--- config.mk ---
export PLATFORM = sky130hd
export DESIGN_NAME = calc_core_flat
export DESIGN_NICKNAME = d
export VERILOG_FILES = /design/src/rtl/calc_pkg.sv /design/src/rtl/calc_if.sv /design/src/rtl/calc_iter_unit.sv /design/src/rtl/calc_core.sv /design/src/flat_wrapper.sv
export SDC_FILE = /design/constraint.sdc
export NUM_CORES = 1
export LEC_CHECK = 0
export ABC_AREA = 1
export ABC_CLOCK_PERIOD_IN_PS = 7600
export CAP_MARGIN = 20
export CORE_MARGIN = 2
export CORE_UTILIZATION = 30
export DETAILED_ROUTE_END_ITERATION = 8
export MAX_ROUTING_LAYER = met4
export PLACE_DENSITY_LB_ADDON = 0.08
export SYNTH_ARGS = -nofsm -noshare
export SYNTH_HDL_FRONTEND = slang
export SYNTH_HIERARCHICAL = 1
export SYNTH_SLANG_ARGS = --single-unit
--- constraint.sdc ---
create_clock -name clk -period 7.6 [get_ports clk]
set_input_delay 1.52 -clock clk [delete_from_list [all_inputs] [get_ports clk]]
set_output_delay 1.52 -clock clk [all_outputs]
set_load 0.02 [all_outputs]
--- src/rtl/calc_pkg.sv ---
// calc_pkg: shared operator codes, FSM states and default operand width for the calculator.
package calc_pkg;
    localparam int CALC_WIDTH = 10;
    localparam logic [1:0] OP_ADD = 2'd0;
    localparam logic [1:0] OP_SUB = 2'd1;
    localparam logic [1:0] OP_MUL = 2'd2;
    localparam logic [1:0] OP_DIV = 2'd3;
    typedef enum logic [1:0] {S_IDLE, S_EXEC, S_ITER, S_DONE} state_e;
endpackage

--- src/rtl/calc_if.sv ---
// calc_if: operand/request and result/handshake bundle between the decoder side and calc_core.
interface calc_if import calc_pkg::*; #(parameter int WIDTH = CALC_WIDTH) ();
    logic start, sig1, busy, done, res_neg, err;
    logic [WIDTH-1:0] num1, num2, rem_mag;
    logic [1:0] oper;
    logic [2*WIDTH-1:0] res_mag;
    modport master(output start, num1, sig1, num2, oper, input busy, done, res_mag, res_neg, rem_mag, err);
    modport slave(input start, num1, sig1, num2, oper, output busy, done, res_mag, res_neg, rem_mag, err);
endinterface

--- src/rtl/calc_iter_unit.sv ---
// calc_iter_unit: one-bit-per-step shift-add multiplier / restoring divider sharing one shift register.
module calc_iter_unit import calc_pkg::*; #(parameter int WIDTH = CALC_WIDTH) (
    input  logic               clk,
    input  logic               rst,
    input  logic               load,
    input  logic               mode,
    input  logic               step,
    input  logic [WIDTH-1:0]   a,
    input  logic [WIDTH-1:0]   b,
    output logic               last,
    output logic [2*WIDTH-1:0] prod_quo,
    output logic [WIDTH-1:0]   rem
);
    localparam int CW = $clog2(WIDTH + 1);
    logic [2*WIDTH:0] p_q, p_d, sh;
    logic [WIDTH-1:0] d_q, d_d;
    logic [CW-1:0] cnt_q, cnt_d;
    logic [WIDTH:0] sum;
    // p holds {partial product, multiplier} for mul and {remainder, quotient} for div
    always_comb begin
        sum = p_q[2*WIDTH:WIDTH] + (p_q[0] ? {1'b0, d_q} : '0);
        sh = p_q << 1;
        p_d = p_q;
        d_d = d_q;
        cnt_d = cnt_q;
        if (load) begin
            p_d = {{(WIDTH+1){1'b0}}, a};
            d_d = b;
            cnt_d = CW'(WIDTH);
        end else if (step) begin
            cnt_d = cnt_q - 1'b1;
            p_d = !mode ? {1'b0, sum, p_q[WIDTH-1:1]}
                : sh[2*WIDTH:WIDTH] >= {1'b0, d_q} ? {sh[2*WIDTH:WIDTH] - {1'b0, d_q}, sh[WIDTH-1:1], 1'b1}
                : sh;
        end
    end
    always_ff @(posedge clk)
        if (rst) begin
            p_q <= '0;
            d_q <= '0;
            cnt_q <= '0;
        end else begin
            p_q <= p_d;
            d_q <= d_d;
            cnt_q <= cnt_d;
        end
    // results reflect the step being taken this cycle so the caller can commit on the last one
    assign last = cnt_q == CW'(1);
    assign prod_quo = mode ? {{WIDTH{1'b0}}, p_d[WIDTH-1:0]} : p_d[2*WIDTH-1:0];
    assign rem = mode ? p_d[2*WIDTH-1:WIDTH] : '0;
endmodule

--- src/rtl/calc_core.sv ---
// calc_core: sign-magnitude add/sub/mul/div over a start/busy/done handshake.
module calc_core import calc_pkg::*; #(parameter int WIDTH = CALC_WIDTH) (
    input logic   clk,
    input logic   rst,
    calc_if.slave bus
);
    localparam int RW = 2 * WIDTH;
    state_e state_q, state_d;
    logic [WIDTH-1:0] n1_q, n1_d, n2_q, n2_d, rem_q, rem_d, it_rem;
    logic [1:0] op_q, op_d;
    logic s1_q, s1_d, busy_q, busy_d, done_q, done_d, neg_q, neg_d, err_q, err_d;
    logic [RW-1:0] mag_q, mag_d, it_res;
    logic load, step, it_last;
    logic signed [WIDTH+1:0] op_a, op_b, as_sum;
    logic [WIDTH+1:0] as_mag;
    calc_iter_unit #(.WIDTH(WIDTH)) u_iter (
        .clk(clk), .rst(rst), .load(load), .mode(op_q == OP_DIV), .step(step),
        .a(n1_q), .b(n2_q), .last(it_last), .prod_quo(it_res), .rem(it_rem)
    );
    always_comb begin
        op_a = s1_q ? -$signed({2'b00, n1_q}) : $signed({2'b00, n1_q});
        op_b = $signed({2'b00, n2_q});
        as_sum = op_q == OP_SUB ? op_a - op_b : op_a + op_b;
        as_mag = as_sum[WIDTH+1] ? -as_sum : as_sum;
        state_d = state_q;
        {n1_d, s1_d, n2_d, op_d} = {n1_q, s1_q, n2_q, op_q};
        {mag_d, neg_d, rem_d, err_d} = {mag_q, neg_q, rem_q, err_q};
        done_d = 1'b0;
        load = 1'b0;
        step = 1'b0;
        case (state_q)
            S_IDLE: if (bus.start) begin
                {n1_d, s1_d, n2_d, op_d} = {bus.num1, bus.sig1, bus.num2, bus.oper};
                {rem_d, err_d} = '0;
                state_d = S_EXEC;
            end
            S_EXEC: if (op_q == OP_ADD || op_q == OP_SUB) begin
                mag_d = RW'(as_mag);
                neg_d = as_sum[WIDTH+1];
                done_d = 1'b1;
                state_d = S_DONE;
            end else if (op_q == OP_DIV && n2_q == '0) begin
                {mag_d, neg_d, rem_d} = '0;
                err_d = 1'b1;
                done_d = 1'b1;
                state_d = S_DONE;
            end else begin
                load = 1'b1;
                state_d = S_ITER;
            end
            S_ITER: begin
                step = 1'b1;
                if (it_last) begin
                    mag_d = it_res;
                    neg_d = s1_q & (it_res != '0);
                    rem_d = it_rem;
                    done_d = 1'b1;
                    state_d = S_DONE;
                end
            end
            default: state_d = S_IDLE;
        endcase
        busy_d = state_d != S_IDLE;
    end
    always_ff @(posedge clk)
        if (rst) begin
            state_q <= S_IDLE;
            {n1_q, s1_q, n2_q, op_q} <= '0;
            {mag_q, neg_q, rem_q, err_q, busy_q, done_q} <= '0;
        end else begin
            state_q <= state_d;
            {n1_q, s1_q, n2_q, op_q} <= {n1_d, s1_d, n2_d, op_d};
            {mag_q, neg_q, rem_q, err_q, busy_q, done_q} <= {mag_d, neg_d, rem_d, err_d, busy_d, done_d};
        end
    assign bus.busy = busy_q;
    assign bus.done = done_q;
    assign bus.res_mag = mag_q;
    assign bus.res_neg = neg_q;
    assign bus.rem_mag = rem_q;
    assign bus.err = err_q;
endmodule

--- src/flat_wrapper.sv ---
// flat-port wrapper written by rule: the top's interface ports become plain ports
module calc_core_flat import calc_pkg::*;
#(parameter int WIDTH = CALC_WIDTH)
  (clk, rst, bus_start, bus_num1, bus_sig1, bus_num2, bus_oper, bus_busy, bus_done, bus_res_mag, bus_res_neg, bus_rem_mag, bus_err);
  calc_if #(.WIDTH(WIDTH)) bus_i ();
  input logic clk;
  input logic rst;
  input wire logic [$bits(bus_i.start)-1:0] bus_start;
  input wire logic [$bits(bus_i.num1)-1:0] bus_num1;
  input wire logic [$bits(bus_i.sig1)-1:0] bus_sig1;
  input wire logic [$bits(bus_i.num2)-1:0] bus_num2;
  input wire logic [$bits(bus_i.oper)-1:0] bus_oper;
  output wire logic [$bits(bus_i.busy)-1:0] bus_busy;
  output wire logic [$bits(bus_i.done)-1:0] bus_done;
  output wire logic [$bits(bus_i.res_mag)-1:0] bus_res_mag;
  output wire logic [$bits(bus_i.res_neg)-1:0] bus_res_neg;
  output wire logic [$bits(bus_i.rem_mag)-1:0] bus_rem_mag;
  output wire logic [$bits(bus_i.err)-1:0] bus_err;
  assign bus_i.start = bus_start;
  assign bus_i.num1 = bus_num1;
  assign bus_i.sig1 = bus_sig1;
  assign bus_i.num2 = bus_num2;
  assign bus_i.oper = bus_oper;
  assign bus_busy = bus_i.busy;
  assign bus_done = bus_i.done;
  assign bus_res_mag = bus_i.res_mag;
  assign bus_res_neg = bus_i.res_neg;
  assign bus_rem_mag = bus_i.rem_mag;
  assign bus_err = bus_i.err;
  calc_core #(.WIDTH(WIDTH)) u_core (.clk(clk), .rst(rst), .bus(bus_i));
endmodule
==> metrics.md <==
| Metric | Value |
|---|---|
| Outcome | `finished clean` |
| Synth area leader | `dfxtp_1` |
| Worst reg2reg setup slack | `4.06 ns` |
| Clk_skew | `0.0124 ns` |
| Final worst slack | `4.06 ns` |
| Worst slew margin | `29.8%` |
| Post-Syn Area | `7100 µm²` |
| Final Hold Viols | `0` |
| Layout Cells excl Fill | `1447` |
| Post-CTS Setup Bufs | `0` |
| Inserted Clock Buffers | `9` |
| Fillers | `2619` |
| Clock buffer depth | `2` |
| Clk sinks | `94` |
| Dpl hpwl | `17600 µm` |
| Cells after Synth | `1104` |
| Initial drt markers | `385` |
| Critical Path End Type | `flip-flop` |
| Hold-fix buffers at CTS | `0` |
| Antenna fix cells | `0` |
| # DRC | `0` |
| Area Overhead vs Synth | `15.0%` |
| Top post-synthesis cells by area | `dfxtp_1 (26%), nand2_1 (12%), a21oi_1 (8.9%)` |
| Vias in the first global route | `6855` |
| Latest clock arrival within the worst-skew pair | `0.36 ns` |
| Combinational share of power | `70.1%` |
| Wirelength per Cell | `15.6 µm` |
| Global-route wire length before repair | `36900 µm` |
| Layout cells sized above 1 | `8.24%` |
| CP startpoint kind | `flip-flop` |
| Crit Reg-Reg Startpoint | `u_core/n2_q[0]$_SDFFE_PP0P_` |
| Pwr Density | `516 nW/µm²` |
| Net load switching power | `2370 µW` |
| Total gr overflow | `0` |
| Sequential Power Share | `17.4%` |
| Count of final setup violators | `0` |
| Die H | `158 µm` |
| Pin count of the biggest net entering global routing | `45` |
| Antenna Nets Post-Route | `0` |
| Max Clock Freq | `283 MHz` |
| DP Worst Slack | `4.06 ns` |
| Routed via count | `6948` |
| Slew Viols, Final | `0` |
| Hold/Removal Path Class | `reg -> reg` |
| Ports | `60` |
| Tcrit/Tclk final | `46.6%` |
| Std-Cell Rows | `56` |
| Starting Density | `30.4%` |
| Sequential area share after synthesis | `26.5%` |
| Post-route minimum period | `3.54 ns` |
| Least-Margin Pin Slew | `1.05 ns` |
| Critical Path AT | `3.83 ns` |
| CTS tree | `done` |
| Worst hold margin | `0.466 ns` |
| DR pass1 iterations | `5` |
| Syn_area_per_cell | `6.43 µm²` |
| Cells after DPL | `1431` |
| Post-synth top area share | `26.5%` |
| WS Path Type | `reg -> reg` |
| Hold path depth | `2` |
| Clk Tree Root Cell | `clkbuf_16` |
| Resized Gates After CTS | `0` |
| Avg Vias per Cell | `4.80` |
| Syn Nets | `1174` |
| Die area | `24900 µm²` |
| Critical path peak fanout | `32` |
| Clk pwr share | `12.5%` |
| Initial antenna violation count | `0` |
| Sw Ratio | `56.1%` |
| Syn. warnings | `6` |
| Flops & latches, synth | `94` |
| Setup crit start | `u_core/n2_q[0]$_SDFFE_PP0P_` |
| Hold Crit Start | `u_core/bus.rem_mag[3]$_SDFFE_PP0P_` |
| H-tree levels | `3` |
| Design Power | `4220 µW` |
| Worst-path clk slew | `0.08 ns` |
| Count of cell types in the netlist | `45` |
| Placer Congestion | `0.849` |
| Max-cap violation count | `0` |
| Final Net Count | `1193` |
| Core ar. | `23300 µm²` |
| P_int | `1850 µW` |
| Worst r2r path cells | `18` |
| # port buffers | `59` |
| Post-Route WL | `22600 µm` |
| RSZ-0062 raised after global routing | `false` |
| VDD IR max | `258 µV` |
| CP required | `7.90 ns` |
| GR Util All Layers | `19.6%` |
| Die W | `158 µm` |
| Leak | `0.00368 µW` |
| Final setup TNS | `0 ns` |
[cell usage in the layout (no fill, tap or decap), types with 6 or more instances in the layout]
cell type | synthesis | layout
xor2_1 | 13 | 13
nor3_1 | 6 | 6
and2_1 | 9 | 9
dfxtp_1 | 94 | 94
nand2_1 | 228 | 228
a21oi_1 | 127 | 127
o21ai_0 | 64 | 64
clkbuf_16 | 0 | 9
inv_2 | 12 | 12
o21ai_1 | 10 | 10
xnor2_1 | 10 | 10
nand2_2 | 22 | 22
nor2_1 | 111 | 111
clkdlybuf4s50_1 | 0 | 59
nand3_2 | 13 | 13
ha_1 | 41 | 41
inv_1 | 138 | 138
nand3_1 | 66 | 66
nand4_1 | 33 | 33
[stage by stage]
stage	utilization [%]	cell area [µm²]
global placement	33.5	7810
CTS	35.0	8170
floorplan	-	7100
finish	35.0	8170
global route	35.0	8170
detailed placement	33.6	7840
[logic make-up after synthesis]
logic type / count (synthesis) / synth area share, %
DFF: 94 / 26.5
AOI/OAI and AO/OA: 216 / 15.7
adders and majority gates: 44 / 8.07
and+or+nand+nor: 522 / 34.6
buffers and inverters: 205 / 12.2
xor gates and xnor gates: 23 / 2.84
[cells in the mapped netlist (all sizes together)]
| cell type | number |
|---|---|
| nand2 | 253 |
| inv | 150 |
| a21oi | 128 |
| nor2 | 119 |
| dfxtp | 94 |
| nand3 | 79 |
| o21ai | 77 |
| ha | 41 |
| nand4 | 33 |
| clkbuf | 29 |
| buf | 26 |
| xor2 | 13 |
| nor3 | 10 |
| xnor2 | 10 |
| and2 | 9 |
| or2 | 7 |
| nand3b | 6 |
| nor4 | 6 |
| fa | 3 |
| o21bai | 3 |
| a21o | 2 |
| a31oi | 2 |
| o22ai | 2 |
| o211ai | 1 |
| o31ai | 1 |
[flip-flops by register name (all words and copies together), names as in the netlist, 2 cells and up]
register and count:
u_core/u_iter/cnt_q 4, u_core/op_q 2, u_core/n1_q 10, u_core/u_iter/p_q 21, u_core/u_iter/d_q 10, u_core/bus.rem_mag 10, u_core/state_q 2, u_core/bus.res_mag 20
u_core/n2_q 10
[metal layers]
metal	global-route usage, %	vias to the layer above	part of all wire, %
li1	-	3611	-
met1	24.6	3215	47
met2	33.1	98	49
met3	2.49	24	2.4
met4	5.41	0	1.9
met5	-	-	0
[worst paths after layout]
kind / end
max: u_core/bus.res_neg$_SDFFE_PP0P_
min: u_core/bus.rem_mag[3]$_SDFFE_PP0P_
max reg2reg: u_core/bus.res_neg$_SDFFE_PP0P_
min reg2reg: u_core/bus.rem_mag[3]$_SDFFE_PP0P_
[critical path: stages (launching register included)]
cell and delay, ns:
dfxtp_1 0.34, inv_1 0.12, ha_1 0.17, inv_1 0.07
nor3_4 0.16, nand2_2 0.09, nor4_2 0.30, nand2_1 0.14
nand3_2 0.11, inv_2 0.20, inv_1 0.83, nor2_1 0.08
a21oi_1 0.28, nor4_1 0.09, nand2_1 0.09, nor2_1 0.04
a21oi_1 0.13, a21oi_1 0.08, a21oi_1 0.14
[power groups by stage]
stage	clock [µW]	combinational, µW	sequential [µW]
floorplan	0	2360	721
global placement	0	2970	750
detailed placement	0	2970	746
CTS	543	2990	736
global route	562	3400	748
finish	528	2960	734
[layout make-up]
class	count	area, µm²	share of cell area (%)
clock buffer	9	225	2.76
clock inverter	7	109	1.33
inverter	150	563	6.89
multi-input combinational	805	4350	53.3
sequential	94	1880	23.0
tap	319	399	4.88
timing repair buffer	63	641	7.84
No activity file was read; power rests on OpenSTA's default activity.
